## config.mk

```make
export PLATFORM = sky130hd
export DESIGN_NAME = audio_sample_sequencer
export DESIGN_NICKNAME = d
export VERILOG_FILES = /design/src/rtl/audio_seq_pkg.sv /design/src/rtl/audio_seq_sample_fmt.sv /design/src/rtl/audio_sample_sequencer.sv
export SDC_FILE = /design/constraint.sdc
export NUM_CORES = 1
export LEC_CHECK = 0
export ABC_AREA = 1
export CORE_UTILIZATION = 40
export CTS_CLUSTER_DIAMETER = 60
export DETAILED_ROUTE_END_ITERATION = 7
export PLACE_DENSITY_LB_ADDON = 0.25
export SYNTH_ARGS = -nofsm -noshare
export SYNTH_HDL_FRONTEND = slang
export SYNTH_SLANG_ARGS = --single-unit
```

## constraint.sdc

```tcl
create_clock -name CLK -period 2.59 [get_ports CLK]
set_input_delay 0.259 -clock CLK [delete_from_list [all_inputs] [get_ports CLK]]
set_output_delay 0.259 -clock CLK [all_outputs]
set_load 0.02 [all_outputs]
```

## src/rtl/audio_seq_pkg.sv

```systemverilog
// Shared state encoding and widths for the audio sample sequencer.
package audio_seq_pkg;

  typedef enum logic [2:0] {
    IDLE      = 3'd0,
    INIT      = 3'd1,
    INIT_WAIT = 3'd2,
    FETCH     = 3'd3,
    LOAD      = 3'd4,
    PLAY      = 3'd5
  } audio_seq_state_t;

  localparam int ATTEN_W = 3;
  localparam int CNT_W   = 8;

endpackage

```

## src/rtl/audio_seq_sample_fmt.sv

```systemverilog
// Combinational ROM word formatter: channel split, mono duplication and,
// when AUDIO_SEQ_ATTEN_EN is defined, a sign-preserving right-shift attenuation.
module audio_seq_sample_fmt
  import audio_seq_pkg::*;
#(
  parameter int SAMPLE_W = 16,
  parameter int NUM_CH   = 2
) (
  input  logic [NUM_CH*SAMPLE_W-1:0] rom_data,
`ifdef AUDIO_SEQ_ATTEN_EN
  input  logic [ATTEN_W-1:0]         atten,
`endif
  output logic [SAMPLE_W-1:0]        left,
  output logic [SAMPLE_W-1:0]        right
);

  logic [SAMPLE_W-1:0] raw_left;
  logic [SAMPLE_W-1:0] raw_right;

  if (NUM_CH == 1) begin : g_mono
    assign raw_left  = rom_data[SAMPLE_W-1:0];
    assign raw_right = rom_data[SAMPLE_W-1:0];
  end else begin : g_stereo
    // Left channel lives in the upper half of a stereo word.
    assign raw_left  = rom_data[NUM_CH*SAMPLE_W-1 -: SAMPLE_W];
    assign raw_right = rom_data[SAMPLE_W-1:0];
  end

`ifdef AUDIO_SEQ_ATTEN_EN
  assign left  = $signed(raw_left)  >>> atten;
  assign right = $signed(raw_right) >>> atten;
`else
  assign left  = raw_left;
  assign right = raw_right;
`endif

endmodule

```

## src/rtl/audio_sample_sequencer.sv

```systemverilog
// Brings the codec up once, then streams a ROM sample table into audio_interface.
// Optional attenuation input is enabled by defining AUDIO_SEQ_ATTEN_EN.
module audio_sample_sequencer
  import audio_seq_pkg::*;
#(
  parameter int SAMPLE_W = 16,
  parameter int ADDR_W   = 10,
  parameter int NUM_CH   = 2
) (
  input  logic                       CLK,
  input  logic                       RESET,
  input  logic                       start,
  input  logic                       stop,
  input  logic                       loop_en,
  input  logic [ADDR_W-1:0]          length,
`ifdef AUDIO_SEQ_ATTEN_EN
  input  logic [ATTEN_W-1:0]         atten,
`endif
  output logic [ADDR_W-1:0]          rom_addr,
  input  logic [NUM_CH*SAMPLE_W-1:0] rom_data,
  output logic                       codec_init,
  input  logic                       init_finish,
  input  logic                       data_over,
  output logic [SAMPLE_W-1:0]        ldata,
  output logic [SAMPLE_W-1:0]        rdata,
  output logic                       busy,
  output logic                       done,
  output logic [CNT_W-1:0]           loop_count,
  output logic [CNT_W-1:0]           underrun_cnt
);

  audio_seq_state_t    state, state_next;
  logic [ADDR_W-1:0]   idx, len_q;
  logic                loop_q, codec_ready, abort_pend;
  logic                accept, last;
  logic [SAMPLE_W-1:0] fmt_left, fmt_right;
`ifdef AUDIO_SEQ_ATTEN_EN
  logic [ATTEN_W-1:0]  atten_q;
`endif

  assign accept = (state == IDLE) && start && !stop;
  assign last   = (idx == len_q - 1'b1);
  assign busy   = (state != IDLE);

  audio_seq_sample_fmt #(
    .SAMPLE_W (SAMPLE_W),
    .NUM_CH   (NUM_CH)
  ) u_fmt (
    .rom_data (rom_data),
`ifdef AUDIO_SEQ_ATTEN_EN
    .atten    (atten_q),
`endif
    .left     (fmt_left),
    .right    (fmt_right)
  );

  // NOTE: state registers use non-blocking (<=) so every flop samples pre-edge values.
  always_ff @(posedge CLK or posedge RESET) begin
    if (RESET) state <= IDLE;
    else       state <= state_next;
  end

  // NOTE: defaults are assigned before the case so no path can infer a latch.
  always_comb begin
    state_next = state;
    codec_init = 1'b0;
    case (state)
      IDLE:      if (accept && length != '0) state_next = codec_ready ? FETCH : INIT;
      INIT: begin
        codec_init = 1'b1;
        state_next = INIT_WAIT;
      end
      INIT_WAIT: if (init_finish) state_next = (abort_pend || stop) ? IDLE : FETCH;
      FETCH:     state_next = stop ? IDLE : LOAD;
      LOAD:      state_next = stop ? IDLE : PLAY;
      PLAY: begin
        if (stop)                             state_next = IDLE;
        else if (data_over && last && !loop_q) state_next = IDLE;
        else if (data_over)                    state_next = FETCH;
      end
      default:   state_next = IDLE;
    endcase
  end

  // rom_addr is loaded on every edge that enters FETCH, so it is valid throughout FETCH.
  always_ff @(posedge CLK or posedge RESET) begin
    if (RESET) begin
      idx          <= '0;
      len_q        <= '0;
      loop_q       <= 1'b0;
      codec_ready  <= 1'b0;
      abort_pend   <= 1'b0;
      rom_addr     <= '0;
      ldata        <= '0;
      rdata        <= '0;
      done         <= 1'b0;
      loop_count   <= '0;
      underrun_cnt <= '0;
`ifdef AUDIO_SEQ_ATTEN_EN
      atten_q      <= '0;
`endif
    end else begin
      case (state)
        IDLE: if (accept) begin
          len_q        <= length;
          loop_q       <= loop_en;
          idx          <= '0;
          done         <= (length == '0);
          loop_count   <= '0;
          underrun_cnt <= '0;
          abort_pend   <= 1'b0;
`ifdef AUDIO_SEQ_ATTEN_EN
          atten_q      <= atten;
`endif
          if (length != '0 && codec_ready) rom_addr <= '0;
        end
        INIT: if (stop) abort_pend <= 1'b1;
        INIT_WAIT: begin
          if (stop) abort_pend <= 1'b1;
          if (init_finish) begin
            codec_ready <= 1'b1;
            abort_pend  <= 1'b0;
            rom_addr    <= idx;
          end
        end
        FETCH: if (stop) begin
          ldata <= '0;
          rdata <= '0;
        end
        LOAD: begin
          ldata <= stop ? '0 : fmt_left;
          rdata <= stop ? '0 : fmt_right;
        end
        PLAY: begin
          if (stop) begin
            ldata <= '0;
            rdata <= '0;
          end else if (data_over) begin
            if (!last) begin
              idx      <= idx + 1'b1;
              rom_addr <= idx + 1'b1;
            end else if (loop_q) begin
              idx        <= '0;
              rom_addr   <= '0;
              loop_count <= loop_count + 1'b1;
            end else begin
              done <= 1'b1;
            end
          end
        end
        default: ;
      endcase

      // A consume pulse outside PLAY means the interface outran the sequencer.
      if (state != IDLE && state != PLAY && data_over && underrun_cnt != '1)
        underrun_cnt <= underrun_cnt + 1'b1;
    end
  end

endmodule
```

After elaboration in Yosys (flattened, before gate mapping)
Cells that the tools add are included.
{ "totals": {"register_bits": 85, "inputBits": 49} }
{ "op_classes": {"add_sub_neg": 4, "eq_ne": 20, "n_mux": 44, "n_reduce_logical": 33} }
{ "ops": {"columns": ["operator", "count"], "rows": [
  ["10-bit two-way mux", 8],
  ["16-bit case mux with 2 select lines", 2],
  ["8-bit two-way mux", 7],
  ["16-bit two-way mux", 3],
  ["10-bit case mux with 3 select lines", 1],
  ["3-bit two-way mux", 7],
  ["10-bit case mux with 2 select lines", 1],
  ["3-bit case mux with 6 select lines", 1],
  ["8-bit by 1-bit adder with 8-bit output (second input constant)", 2],
  ["8-bit case mux with 2 select lines", 1],
  ["2-bit != test (second input constant)", 7],
  ["6-bit AND reduction", 2],
  ["10-bit by 1-bit adder with 10-bit output (second input constant)", 1],
  ["10-bit equality test", 1],
  ["10-bit zero test", 1],
  ["2-bit AND reduction", 5],
  ["10-bit nonzero test", 1],
  ["10-bit by 1-bit subtractor with 10-bit output (second input constant)", 1],
  ["1-bit logical AND", 9],
  ["1-bit two-way mux", 9],
  ["3-bit nonzero test", 3],
  ["8-bit != test (second input constant)", 1],
  ["2-bit nonzero test", 4],
  ["7-bit AND reduction", 1],
  ["15 further kinds", 22]
]} }

Longest topological paths before layout
{ "depth": {"depth_word": 7, "depth_mapped": 16} }

By module
Synthesis repeated with hierarchy kept, for this count alone.
{ "unflattened": {"hier_cells": 550, "hier_area_um2": 4688.2} }
{ "modules_own_cells": {"columns": ["mod", "instances", "cells_per_inst", "area_each_um2", "seq_area_each_um2"], "rows": [
  ["audio_sample_sequencer", 1, 518, 4448.0, 2127.0],
  ["audio_seq_sample_fmt", 1, 32, 240.2, 0.0]
]} }

Least setup slack after synthesis
No wires, ideal clock.
{ "synth_timing": {"kind": "flip-flop to flip-flop", "startpoint": "register len_q[0]", "endpoint": "register loop_count[0]", "setup_ns": 0.118, "arrival_ns": 1.766, "required_time_ns": 2.472, "setup_slack_ns": 0.705, "path_stages_with_launch": 16, "synth_period_minus_slack_ns": 1.885, "cell_sequence": "dfrtp_1 inv_1 ha_1 nand2_1 inv_1 nor2_1 nand2_1 nor2_1 nand3_1 nor2_2 nand3_2 nand2_2 nand3_4 buf_6 nand2_1 o21ai_2"} }
{ "synth_between": {"elab_chain_len": 4} }
{ "synth_rtl": {"columns": ["element", "line", "text"], "rows": [
  ["start, declared", "audio_sample_sequencer.sv:33", "logic [ADDR_W-1:0] idx, len_q;"],
  ["start signal, assigned", "audio_sample_sequencer.sv:105", "len_q <= length;"],
  ["10-bit by 1-bit subtractor with 10-bit output", "audio_sample_sequencer.sv:42", "assign last = (idx == len_q - 1'b1);"],
  ["10-bit equality test", "audio_sample_sequencer.sv:42", null],
  ["2-bit != test (no source line)", null, null],
  ["6-bit AND reduction (no source line)", null, null],
  ["end signal, assigned", "audio_sample_sequencer.sv:145", "loop_count <= loop_count + 1'b1;"],
  ["end, declared", "audio_sample_sequencer.sv:28", "output logic [CNT_W-1:0] loop_count,"]
]} }
No other way between the ends.
A chain may end at the register's enable or synchronous reset.

Worst setup path in the final report
{ "layout_timing": {"startpoint": "register len_q[0]", "endpoint": "register loop_count[6]"} }
The elaborated chain is that of the path after synthesis.

==> flow_metrics.tcl <==
set metrics [dict create \
    synth_top_family_by_area "simple AND/OR/NAND/NOR gates" \
    final_core_util 0.5574 \
    worst_pin_slew_ns 0.5134 \
    cts_buffers 9 \
    final_nets 734 \
    crit_start "len_q[0]" \
    cpPeakStageDelay_ns 0.40 \
    grt_pass1_wl_um 19020 \
    setup_tns_ns 0 \
    num_vias 4050 \
    start_util 0.4164 \
    port_buffers 109 \
    worstPathRequired_ns 2.81 \
    ctsRootBufferMaster "clkbuf_16" \
    ios 110 \
    fin_hold_ws_ns 0.3474 \
    syn_inst 574 \
    post-place-cells 810 \
    die_w_um 108.9 \
    drc 0 \
    viasPerCell 4.909 \
    grt_overflow 0 \
    fin_crit_sh 0.8790 \
    antenna_found_initial 0 \
    finalMaxSlewViolations 0 \
    fin_crit_ns 2.277 \
    cts_tree "yes" \
    htreeDepth 3 \
    r2r-start "len_q[0]" \
    die_h_um 108.9 \
    area_delta_synth_final_pct 33.87 \
    syn_area_um2 4573 \
    power_mw 6.276 \
    outcome "finished, final reports clean" \
    track_usage 0.2041 \
    final_layout_size_suffix_gt1_frac 0.1109 \
    final-setup-viol-count 0 \
    placed_area_um2 5792 \
    rows 38 \
    synth_cell_types 40 \
    synth_seq_cells 85 \
    place_congestion 0.8534 \
    clockBufferDepth 2 \
    path_clk_slew_ns 0.06 \
    final.setup.worst_slack_ns 0.3135 \
    avgSynthCellArea_um2 7.967 \
    critPathArrivalTime_ns 2.49 \
    antenna_cells 0 \
    timing.rr.end "loop_count[6]" \
    critPathMaxFanout 16 \
    final_cells 825 \
    p_leak_nw 2.772 \
    cts.sinks 85 \
    synthAdderAreaFrac 0.01094 \
    crit_family "simple AND/OR/NAND/NOR gates" \
    synth_mux_area_frac 0.004925 \
    drt-total-wl_um 11030 \
    slew_headroom 0.6551 \
    core_um2 10980 \
    antenna_left 0 \
    path_common_cell "nand2_1" \
    grt_max_degree 86 \
    min_path_type "in -> async" \
    ir_worst_vdd_mv 0.4947 \
    cp-start-kind "flop" \
    synth_fp_nets 627 \
    cp.depth 14 \
    die_area_um2 11860 \
    dp_hpwl_um 8048 \
    grt_pass1_vias 4129 \
    crit_type "reg -> reg" \
    reg2reg_depth 14 \
    synth_compound_area_frac 0.1119 \
    cts_setup_buffers 0 \
    seq_area_frac_synth 0.4651 \
    yosys_warnings 0 \
    rrSetupSlack_ns 0.31 \
    cp-end-kind "flop" \
    avgRoutedWirePerCell_um 13.36 \
    drtIter0Drc 140 \
    rsz0062_at_grt "no" \
    finalHoldViolCount 0 \
    synth-simple-area-share 0.2840 \
    p_per_area_nw_per_um2 1025 \
    path_buf_inv 2 \
    skew_ns 0.008066 \
    fin_area_um2 6122 \
    drv_cap 0 \
    crit_end "loop_count[6]" \
    crit_slowest_cell "dfrtp_1" \
    pre_cts_slack_ns 0.2272 \
    max_freq_mhz 439.3 \
    crit_chain "inv_1 > ha_1 > nand2_1 > nand2_1 > nand3_1 > nand2_1 > nand2_1 > nor2_1 > nand3_2 > buf_4 > nand2_2 > nand3_4 > nand2_1 > o21ai_2" \
    firstDrtPassIters 4 \
    worstSkewPairLatency_ns 0.33 \
    fillers 976 \
    synthXorXnorAreaFrac 0.02873 \
]
## where the power goes
part	switching, mW	internal (mW)
combinational	1.70	1.12
clock	0.500	0.894
sequential	0.328	1.74
total	2.52	3.75
## cells in the mapped netlist (all sizes together)
library cell / number / share of area
o21ai: 56 / 0.076
nand3b: 10 / 0.016
a31oi: 1 / 0.0014
xor2: 12 / 0.023
ha: 4 / 0.011
nor4: 1 / 0.0014
clkbuf: 7 / 0.0060
o22ai: 3 / 0.0041
clkinv: 1 / 0.0011
a21oi: 16 / 0.020
buf: 14 / 0.022
nor3: 8 / 0.0098
or2: 3 / 0.0041
xnor2: 3 / 0.0057
dfrtp: 85 / 0.47
nand2: 161 / 0.14
a211oi: 2 / 0.0033
o31ai: 1 / 0.0016
o32ai: 2 / 0.0038
nor2: 47 / 0.045
inv: 80 / 0.066
o21bai: 1 / 0.0016
nand4: 7 / 0.011
mux2: 2 / 0.0049
nand3: 47 / 0.059
## state kept, by name (all words and copies together), names as in the netlist
| signal | flops |
|---|---|
| abort_pend | 1 |
| codec_ready | 1 |
| len_q | 10 |
| done | 1 |
| loop_count | 8 |
| ldata | 16 |
| rdata | 16 |
| loop_q | 1 |
| idx | 10 |
| rom_addr | 10 |
| state | 3 |
| underrun_cnt | 8 |
## final cells by class
type,count,area (um2),area share
flip-flops and latches,85,2127,0.3474
clock inverters,3,68.82,0.01124
inverters,81,306.5,0.05007
multi-input cells,387,2024,0.3307
repair buffers,117,1164,0.1901
clock buffers,12,256.5,0.04190
well taps,140,175.2,0.02861
## per-layer routing
metal	up-vias	GRT usage	part of all wire
li1	2035	-	-
met1	1887	0.2520	0.44
met2	114	0.3369	0.48
met3	14	0.06336	0.065
met4	0	0.06950	0.014
met5	-	0	0
## kinds of logic after synthesis
family,after synthesis
compound gates,82
flops,85
fa+ha+maj,4
buf+inv,102
xor+xnor,15
mux,2
simple gates,284
## worst reg2reg max path, cell delays in order, from the launching register on
cell	delay (ns)
dfrtp_1	0.40
inv_1	0.13
ha_1	0.29
nand2_1	0.12
nand2_1	0.07
nand3_1	0.07
nand2_1	0.09
nand2_1	0.05
nor2_1	0.17
nand3_2	0.10
buf_4	0.19
nand2_2	0.10
nand3_4	0.20
nand2_1	0.15
o21ai_2	0.06
## cells in the final DEF (no fill, tap or decap), types with 3 or more instances in the layout
| master | n |
|---|---|
| a21oi_1 | 15 |
| buf_4 | 7 |
| clkbuf_16 | 9 |
| clkdlybuf4s50_1 | 109 |
| dfrtp_1 | 85 |
| ha_1 | 4 |
| inv_1 | 71 |
| inv_2 | 8 |
| nand2_1 | 154 |
| nand2_2 | 5 |
| nand3_1 | 43 |
| nand3b_1 | 10 |
| nand4_1 | 6 |
| nor2_1 | 41 |
| nor2_2 | 3 |
| nor2_4 | 3 |
| nor3_1 | 7 |
| o21ai_0 | 38 |
| o21ai_2 | 18 |
| o22ai_1 | 3 |
| or2_2 | 3 |
| xnor2_1 | 3 |
| xor2_1 | 12 |
## worst min path at each step
stage,to,slack (ns)
after floorplan,codec_ready,0.37
after global placement,codec_ready,0.44
after detailed placement,codec_ready,0.44
after CTS,ldata[10],0.38
after global routing,ldata[5],0.42
final,ldata[10],0.35
## timing repair
item	4_1_cts	5_1_grt
gates resized for setup	0	1
hold endpoints to repair	0	0
setup endpoints to repair	0	10
hold buffers	0	0
(Power assumes the default switching activity.)
